**config.mk**
```make
export PLATFORM = sky130hd
export DESIGN_NAME = dac_sample_scheduler_flat
export DESIGN_NICKNAME = d
export VERILOG_FILES = /design/src/rtl/dac_sample_scheduler_if.sv /design/src/rtl/dac_sample_scheduler.sv /design/src/flat_wrapper.sv
export SDC_FILE = /design/constraint.sdc
export NUM_CORES = 1
export LEC_CHECK = 0
export CORE_UTILIZATION = 35
export DETAILED_ROUTE_END_ITERATION = 10
export GPL_ROUTABILITY_DRIVEN = 0
export PLACE_DENSITY = 0.74
export SLEW_MARGIN = 25
export SYNTH_ARGS = -nofsm -noshare
export SYNTH_HDL_FRONTEND = slang
export SYNTH_SLANG_ARGS = --single-unit
```
**constraint.sdc**
```tcl
create_clock -name clk100mhz -period 2 [get_ports clk100mhz]
set_input_delay 0.4 -clock clk100mhz [delete_from_list [all_inputs] [get_ports clk100mhz]]
set_output_delay 0.4 -clock clk100mhz [all_outputs]
set_load 0.02 [all_outputs]
```
**src/rtl/dac_sample_scheduler_if.sv**
```systemverilog
// dac_sample_scheduler_if: producer-side sample handshake, control and committed-data bus of the scheduler.
interface dac_sample_scheduler_if #(parameter int PERIOD_W = 16);
  logic                i_enable;
  logic [PERIOD_W-1:0] i_period;
  logic [3:0]          i4_mute;
  logic [3:0]          i4_valid;
  logic signed [15:0]  is16_sample_ch0;
  logic signed [15:0]  is16_sample_ch1;
  logic signed [15:0]  is16_sample_ch2;
  logic signed [15:0]  is16_sample_ch3;
  logic                i_clear_status;
  logic [3:0]          o4_ready;
  logic signed [15:0]  os16_data_ch0;
  logic signed [15:0]  os16_data_ch1;
  logic signed [15:0]  os16_data_ch2;
  logic signed [15:0]  os16_data_ch3;
  logic                o_ce;
  logic [3:0]          o4_overrun;
  logic [3:0]          o4_underrun;
  modport master (
    output i_enable, i_period, i4_mute, i4_valid, i_clear_status,
           is16_sample_ch0, is16_sample_ch1, is16_sample_ch2, is16_sample_ch3,
    input  o4_ready, o_ce, o4_overrun, o4_underrun,
           os16_data_ch0, os16_data_ch1, os16_data_ch2, os16_data_ch3
  );
  modport slave (
    input  i_enable, i_period, i4_mute, i4_valid, i_clear_status,
           is16_sample_ch0, is16_sample_ch1, is16_sample_ch2, is16_sample_ch3,
    output o4_ready, o_ce, o4_overrun, o4_underrun,
           os16_data_ch0, os16_data_ch1, os16_data_ch2, os16_data_ch3
  );
endinterface

```
**src/rtl/dac_sample_scheduler.sv**
```systemverilog
// dac_sample_scheduler: collects four channel samples into shadows and commits them together every P cycles with a ce strobe.
module dac_sample_scheduler #(
  parameter int MIN_PERIOD = 1024,
  parameter int PERIOD_W   = 16
) (
  input logic clk100mhz,
  input logic rstn,
  dac_sample_scheduler_if.slave bus
);
  localparam logic [1:0] IDLE   = 2'd0;
  localparam logic [1:0] COUNT  = 2'd1;
  localparam logic [1:0] COMMIT = 2'd2;
  localparam logic [PERIOD_W-1:0] MIN_P = PERIOD_W'(MIN_PERIOD);
  logic [1:0]          state_q, state_d;
  logic [PERIOD_W-1:0] cnt_q, cnt_d, p_eff;
  logic [3:0][15:0]    shadow_q, shadow_d, data_q, data_d, sample;
  logic [3:0]          fresh_q, fresh_d, ovr_q, ovr_d, und_q, und_d, ready, acc;
  logic                ce_q, ce_d, commit;
  assign sample = {bus.is16_sample_ch3, bus.is16_sample_ch2, bus.is16_sample_ch1, bus.is16_sample_ch0};
  // The counter is loaded with P-2 so COUNT plus the single COMMIT cycle spans exactly P cycles.
  always_comb begin
    p_eff    = bus.i_period < MIN_P ? MIN_P : bus.i_period;
    ready    = state_q == COUNT ? 4'hF : 4'h0;
    acc      = bus.i4_valid & ready;
    commit   = bus.i_enable && state_q == COMMIT;
    state_d  = !bus.i_enable ? IDLE : state_q == COUNT ? (cnt_q == '0 ? COMMIT : COUNT) : COUNT;
    cnt_d    = !bus.i_enable ? cnt_q
             : state_q == COUNT ? (cnt_q == '0 ? cnt_q : cnt_q - PERIOD_W'(1))
             : p_eff - PERIOD_W'(2);
    fresh_d  = (!bus.i_enable || commit) ? 4'h0 : fresh_q | acc;
    ovr_d    = (bus.i_clear_status ? 4'h0 : ovr_q) | (acc & fresh_q);
    und_d    = (bus.i_clear_status ? 4'h0 : und_q) | ({4{commit}} & ~bus.i4_mute & ~fresh_q);
    ce_d     = commit;
    shadow_d = shadow_q;
    data_d   = data_q;
    for (int n = 0; n < 4; n++) begin
      shadow_d[n] = acc[n] ? sample[n] : shadow_q[n];
      data_d[n]   = !commit ? data_q[n] : bus.i4_mute[n] ? 16'h0 : fresh_q[n] ? shadow_q[n] : data_q[n];
    end
  end
  always_ff @(posedge clk100mhz or negedge rstn) begin
    if (!rstn) begin
      state_q  <= IDLE;
      cnt_q    <= '0;
      shadow_q <= '0;
      data_q   <= '0;
      fresh_q  <= '0;
      ovr_q    <= '0;
      und_q    <= '0;
      ce_q     <= 1'b0;
    end else begin
      state_q  <= state_d;
      cnt_q    <= cnt_d;
      shadow_q <= shadow_d;
      data_q   <= data_d;
      fresh_q  <= fresh_d;
      ovr_q    <= ovr_d;
      und_q    <= und_d;
      ce_q     <= ce_d;
    end
  end
  assign bus.o4_ready      = ready;
  assign bus.o_ce          = ce_q;
  assign bus.o4_overrun    = ovr_q;
  assign bus.o4_underrun   = und_q;
  assign bus.os16_data_ch0 = data_q[0];
  assign bus.os16_data_ch1 = data_q[1];
  assign bus.os16_data_ch2 = data_q[2];
  assign bus.os16_data_ch3 = data_q[3];
endmodule

```
**src/flat_wrapper.sv**
```systemverilog
// flat-port wrapper written by rule: the top's interface ports become plain ports
module dac_sample_scheduler_flat 
#(
  parameter int MIN_PERIOD = 1024,
  parameter int PERIOD_W   = 16
)
  (clk100mhz, rstn, bus_i_enable, bus_i_period, bus_i4_mute, bus_i4_valid, bus_i_clear_status, bus_is16_sample_ch0, bus_is16_sample_ch1, bus_is16_sample_ch2, bus_is16_sample_ch3, bus_o4_ready, bus_o_ce, bus_o4_overrun, bus_o4_underrun, bus_os16_data_ch0, bus_os16_data_ch1, bus_os16_data_ch2, bus_os16_data_ch3);
  dac_sample_scheduler_if #(.PERIOD_W(PERIOD_W)) bus_i ();
  input logic clk100mhz;
  input logic rstn;
  input wire logic [$bits(bus_i.i_enable)-1:0] bus_i_enable;
  input wire logic [$bits(bus_i.i_period)-1:0] bus_i_period;
  input wire logic [$bits(bus_i.i4_mute)-1:0] bus_i4_mute;
  input wire logic [$bits(bus_i.i4_valid)-1:0] bus_i4_valid;
  input wire logic [$bits(bus_i.i_clear_status)-1:0] bus_i_clear_status;
  input wire logic [$bits(bus_i.is16_sample_ch0)-1:0] bus_is16_sample_ch0;
  input wire logic [$bits(bus_i.is16_sample_ch1)-1:0] bus_is16_sample_ch1;
  input wire logic [$bits(bus_i.is16_sample_ch2)-1:0] bus_is16_sample_ch2;
  input wire logic [$bits(bus_i.is16_sample_ch3)-1:0] bus_is16_sample_ch3;
  output wire logic [$bits(bus_i.o4_ready)-1:0] bus_o4_ready;
  output wire logic [$bits(bus_i.o_ce)-1:0] bus_o_ce;
  output wire logic [$bits(bus_i.o4_overrun)-1:0] bus_o4_overrun;
  output wire logic [$bits(bus_i.o4_underrun)-1:0] bus_o4_underrun;
  output wire logic [$bits(bus_i.os16_data_ch0)-1:0] bus_os16_data_ch0;
  output wire logic [$bits(bus_i.os16_data_ch1)-1:0] bus_os16_data_ch1;
  output wire logic [$bits(bus_i.os16_data_ch2)-1:0] bus_os16_data_ch2;
  output wire logic [$bits(bus_i.os16_data_ch3)-1:0] bus_os16_data_ch3;
  assign bus_i.i_enable = bus_i_enable;
  assign bus_i.i_period = bus_i_period;
  assign bus_i.i4_mute = bus_i4_mute;
  assign bus_i.i4_valid = bus_i4_valid;
  assign bus_i.i_clear_status = bus_i_clear_status;
  assign bus_i.is16_sample_ch0 = bus_is16_sample_ch0;
  assign bus_i.is16_sample_ch1 = bus_is16_sample_ch1;
  assign bus_i.is16_sample_ch2 = bus_is16_sample_ch2;
  assign bus_i.is16_sample_ch3 = bus_is16_sample_ch3;
  assign bus_o4_ready = bus_i.o4_ready;
  assign bus_o_ce = bus_i.o_ce;
  assign bus_o4_overrun = bus_i.o4_overrun;
  assign bus_o4_underrun = bus_i.o4_underrun;
  assign bus_os16_data_ch0 = bus_i.os16_data_ch0;
  assign bus_os16_data_ch1 = bus_i.os16_data_ch1;
  assign bus_os16_data_ch2 = bus_i.os16_data_ch2;
  assign bus_os16_data_ch3 = bus_i.os16_data_ch3;
  dac_sample_scheduler #(.MIN_PERIOD(MIN_PERIOD), .PERIOD_W(PERIOD_W)) u_core (.clk100mhz(clk100mhz), .rstn(rstn), .bus(bus_i));
endmodule
```
==> metrics <==
status=finished clean; number of clock buffers inserted by TritonCTS=17; clock tree from TritonCTS=built; CP Max Fanout=3; async set-reset flop share out of synthesis=1.00; areal power density over the cells=794 nW/um2; EDFF count, synth=0; number of storage elements in the synthesis netlist=159; leakage=4.20 nW; WP data required=2.30 ns; Avg Cell Area, Syn=10.9 um2; hold violation count in the final report=0; placed cell count=1,085; routed wire length=16,800 um; vias in the first global route=5,140; final cell count without fillers=1,126; Fill cells=1,743; most common cell after layout, fill and taps aside=sky130_fd_sc_hd__dfrtp_1; Main synth FF type=sky130_fd_sc_hd__dfrtp_1; clock sinks=159; CTS Buffer Depth=2; drt wl/cell=14.9 um; placed wire-length estimate after detailed placement=11,800 um; root buffer cell=sky130_fd_sc_hd__clkbuf_16; vias after detailed routing=5,350; initial standard-cell utilization of the core=0.356; 1st-pass router iterations=4; x dimension of the die=143 um; achievable frequency=0.510 GHz; most frequent cells in the layout=sky130_fd_sc_hd__dfrtp_1 (159), sky130_fd_sc_hd__clkdlybuf4s50_1 (158), sky130_fd_sc_hd__nand2_1 (88); number of nets in the synthesized netlist=727; leftover overflow at the end of global routing=0; First DRT Iteration DRCs=335; number of cells produced by synthesis=633; global-route usage over all layers=0.170; setup repair after global routing missed its margin=true; storage element area=3980 um2; pin count of the biggest net entering global routing=49; fraction of final layout cells sized beyond drive strength 1=0.211; floorplan die area=20,300 um2; crit end category=flip-flop; final antenna-violating net count=0; worst clock skew=0.00791 ns; final critical path time including I/O delays and setup=1.96 ns; cell area after technology mapping=6910 um2; kind of path behind the tightest hold check=in -> reg; Yosys warning total=0; post-synthesis cell type count=50; wire length of the first global-routing pass=26,600 um; arrival time at the worst endpoint=2.27 ns; antenna violations before repair=0; Vias per Instance=4.75; vertical die dimension=143 um; post-route core utilization=0.518; transition at the pin with the smallest max-transition slack=0.496 ns; layout overhead on the synthesized area=45.3%; core area=19,400 um2; diodes inserted=0; number of max-slew violations in the final report=0; ports placed on the boundary=169; startpoint class of the critical path=input pin; clock-pin slew reported for the worst setup and hold paths after clock tree synthesis=0.06 ns; number of endpoints failing setup at the final stage=0; Clock H-tree levels=4; Worst slew margin=0.669; standard-cell rows=51; Worst Hold Margin=0.442 ns; area of combinational cells with multiple inputs=2850 um2; Residual DRC=0; post-synthesis sequential area ratio=0.576; Max Cap Violations=0; Max VDD drop=0.000443 V; type of the worst setup path=in -> reg; Tcrit/Tclk final=0.980; fin nets=942; number of input and output port buffers inserted=168; worst-skew pair later-pin latency=0.42 ns
## worst max-delay path, stage by stage
cell and delay, ns:
sky130_fd_sc_hd__clkdlybuf4s50_1 0.41, sky130_fd_sc_hd__or2_4 0.25, sky130_fd_sc_hd__or2_4 0.26, sky130_fd_sc_hd__nand2_4 0.07
sky130_fd_sc_hd__ha_4 0.15, sky130_fd_sc_hd__nand4_1 0.15, sky130_fd_sc_hd__o211ai_1 0.25, sky130_fd_sc_hd__o31ai_1 0.10
sky130_fd_sc_hd__a22o_1 0.21
## sequential cells by signal (all words and copies together), names as in the netlist
name,flops
u_core.bus.o4_underrun,4
u_core.bus.os16_data_ch2,16
u_core.bus.o4_overrun,4
u_core.bus.os16_data_ch1,16
u_core.cnt_q,16
u_core.fresh_q,4
u_core.bus.o_ce,1
u_core.shadow_q,64
u_core.bus.os16_data_ch3,16
u_core.bus.os16_data_ch0,16
u_core.state_q,2
## layout make-up
class / count / share of cell area
clock inverters: 11 / 0.0152
inverters: 6 / 0.00224
clock buffers: 21 / 0.0458
flip-flops and latches: 159 / 0.396
multi-input cells: 433 / 0.283
repair inverters: 1 / 0.000747
well taps: 265 / 0.0330
repair buffers: 230 / 0.224
## kinds of logic after synthesis
group / after synthesis / synth area share
simple gates: 220 / 0.159
flops: 159 / 0.576
compound gates: 140 / 0.122
mux: 64 / 0.104
buf+inv: 41 / 0.0266
xor+xnor: 7 / 0.00887
fa+ha+maj: 2 / 0.00362
## power by group
group / internal, mW / total (mW) / switching (mW) / leakage, nW
combinational: 0.565 / 0.975 / 0.409 / 1.87
sequential: 3.47 / 3.64 / 0.167 / 2.04
clock: 2.05 / 3.36 / 1.32 / 0.291
total: 6.08 / 7.97 / 1.90 / 4.20
## routing by layer
layer | vias to the layer above | routed length [um] | GRT usage
met5 | - | 0 | 0
met4 | 0 | 243 | 0.0572
met3 | 19 | 700 | 0.0350
met2 | 137 | 8500 | 0.288
met1 | 2558 | 7320 | 0.216
li1 | 2636 | - | -
## cell usage after synthesis (2+ instances only)
cell                          n  area share
sky130_fd_sc_hd__nand2_1     91       0.049
sky130_fd_sc_hd__a32o_1       6      0.0087
sky130_fd_sc_hd__a31oi_1      2      0.0018
sky130_fd_sc_hd__o21ai_1      3      0.0022
sky130_fd_sc_hd__a22o_1       5      0.0063
sky130_fd_sc_hd__nor3_1       7      0.0051
sky130_fd_sc_hd__a21o_1       3      0.0033
sky130_fd_sc_hd__xor2_1       2      0.0025
sky130_fd_sc_hd__o31a_1       2      0.0025
sky130_fd_sc_hd__mux2_2      64        0.10
sky130_fd_sc_hd__dfrtp_1    159        0.58
sky130_fd_sc_hd__nor4_1       6      0.0054
sky130_fd_sc_hd__buf_2        9      0.0065
sky130_fd_sc_hd__inv_2        2      0.0011
sky130_fd_sc_hd__nor2_1      17      0.0092
sky130_fd_sc_hd__nand2b_1    70       0.063
sky130_fd_sc_hd__a21oi_1     13      0.0094
sky130_fd_sc_hd__ha_1         2      0.0036
sky130_fd_sc_hd__nand3_1     11      0.0080
sky130_fd_sc_hd__nand4b_1     2      0.0025
sky130_fd_sc_hd__o2111ai_1    2      0.0025
sky130_fd_sc_hd__nor2b_1      2      0.0018
sky130_fd_sc_hd__nand4_1      4      0.0036
sky130_fd_sc_hd__o21ai_0     84       0.061
sky130_fd_sc_hd__or4_1        2      0.0022
sky130_fd_sc_hd__xnor2_1      5      0.0063
sky130_fd_sc_hd__inv_1        4      0.0022
sky130_fd_sc_hd__buf_4        3      0.0033
sky130_fd_sc_hd__a31o_1       2      0.0025
sky130_fd_sc_hd__o211ai_1     8      0.0087
sky130_fd_sc_hd__o21a_1       2      0.0022
sky130_fd_sc_hd__clkbuf_1    21       0.011
## through the flow
| step | instance area (um2) | setup TNS [ns] | power [mW] | setup slack [ns] |
|---|---|---|---|---|
| 6_report | 10000 | 0 | 7.97 | 0.0396 |
| 5_1_grt | 10000 | -0.109 | 8.32 | -0.0416 |
| 4_1_cts | 9970 | 0 | 8.02 | 0.00484 |
| 3_5_place_dp | 9310 | -6.42 | 4.64 | -0.789 |
| 3_3_place_gp | 9310 | -5.87 | 4.60 | -0.728 |
| 2_1_floorplan | 6950 | -2.40 | 4.14 | -0.497 |
## final timing paths
path | from | to | slack (ns) | cells after the start
max | bus_i_period[15] | u_core.cnt_q[15]$_DFFE_PN0P_ | 0.04 | 9
min in group asynchronous | rstn | u_core.shadow_q[2]$_DFFE_PN0P_ | 0.49 | 2
min reg2reg | u_core.bus.os16_data_ch0[3]$_DFFE_PN0P_ | u_core.bus.os16_data_ch0[3]$_DFFE_PN0P_ | 0.48 | 2
max reg2reg | u_core.cnt_q[0]$_DFFE_PN0P_ | u_core.cnt_q[1]$_DFFE_PN0P_ | 0.06 | 8
min | bus_i_period[12] | u_core.cnt_q[12]$_DFFE_PN0P_ | 0.44 | 4
max in group asynchronous | rstn | u_core.shadow_q[34]$_DFFE_PN0P_ | 0.87 | 3
## timing repair
action                                 4_1_cts  5_1_grt
resized for setup                           24       19
setup buffers                                4        3
endpoints found under the hold margin       44        0
pin swaps                                    9        4
setup endpoints to repair                   11       18
gates cloned                                 0        1
hold buffers                                 1        0
Power figures use the tool's default switching activity.
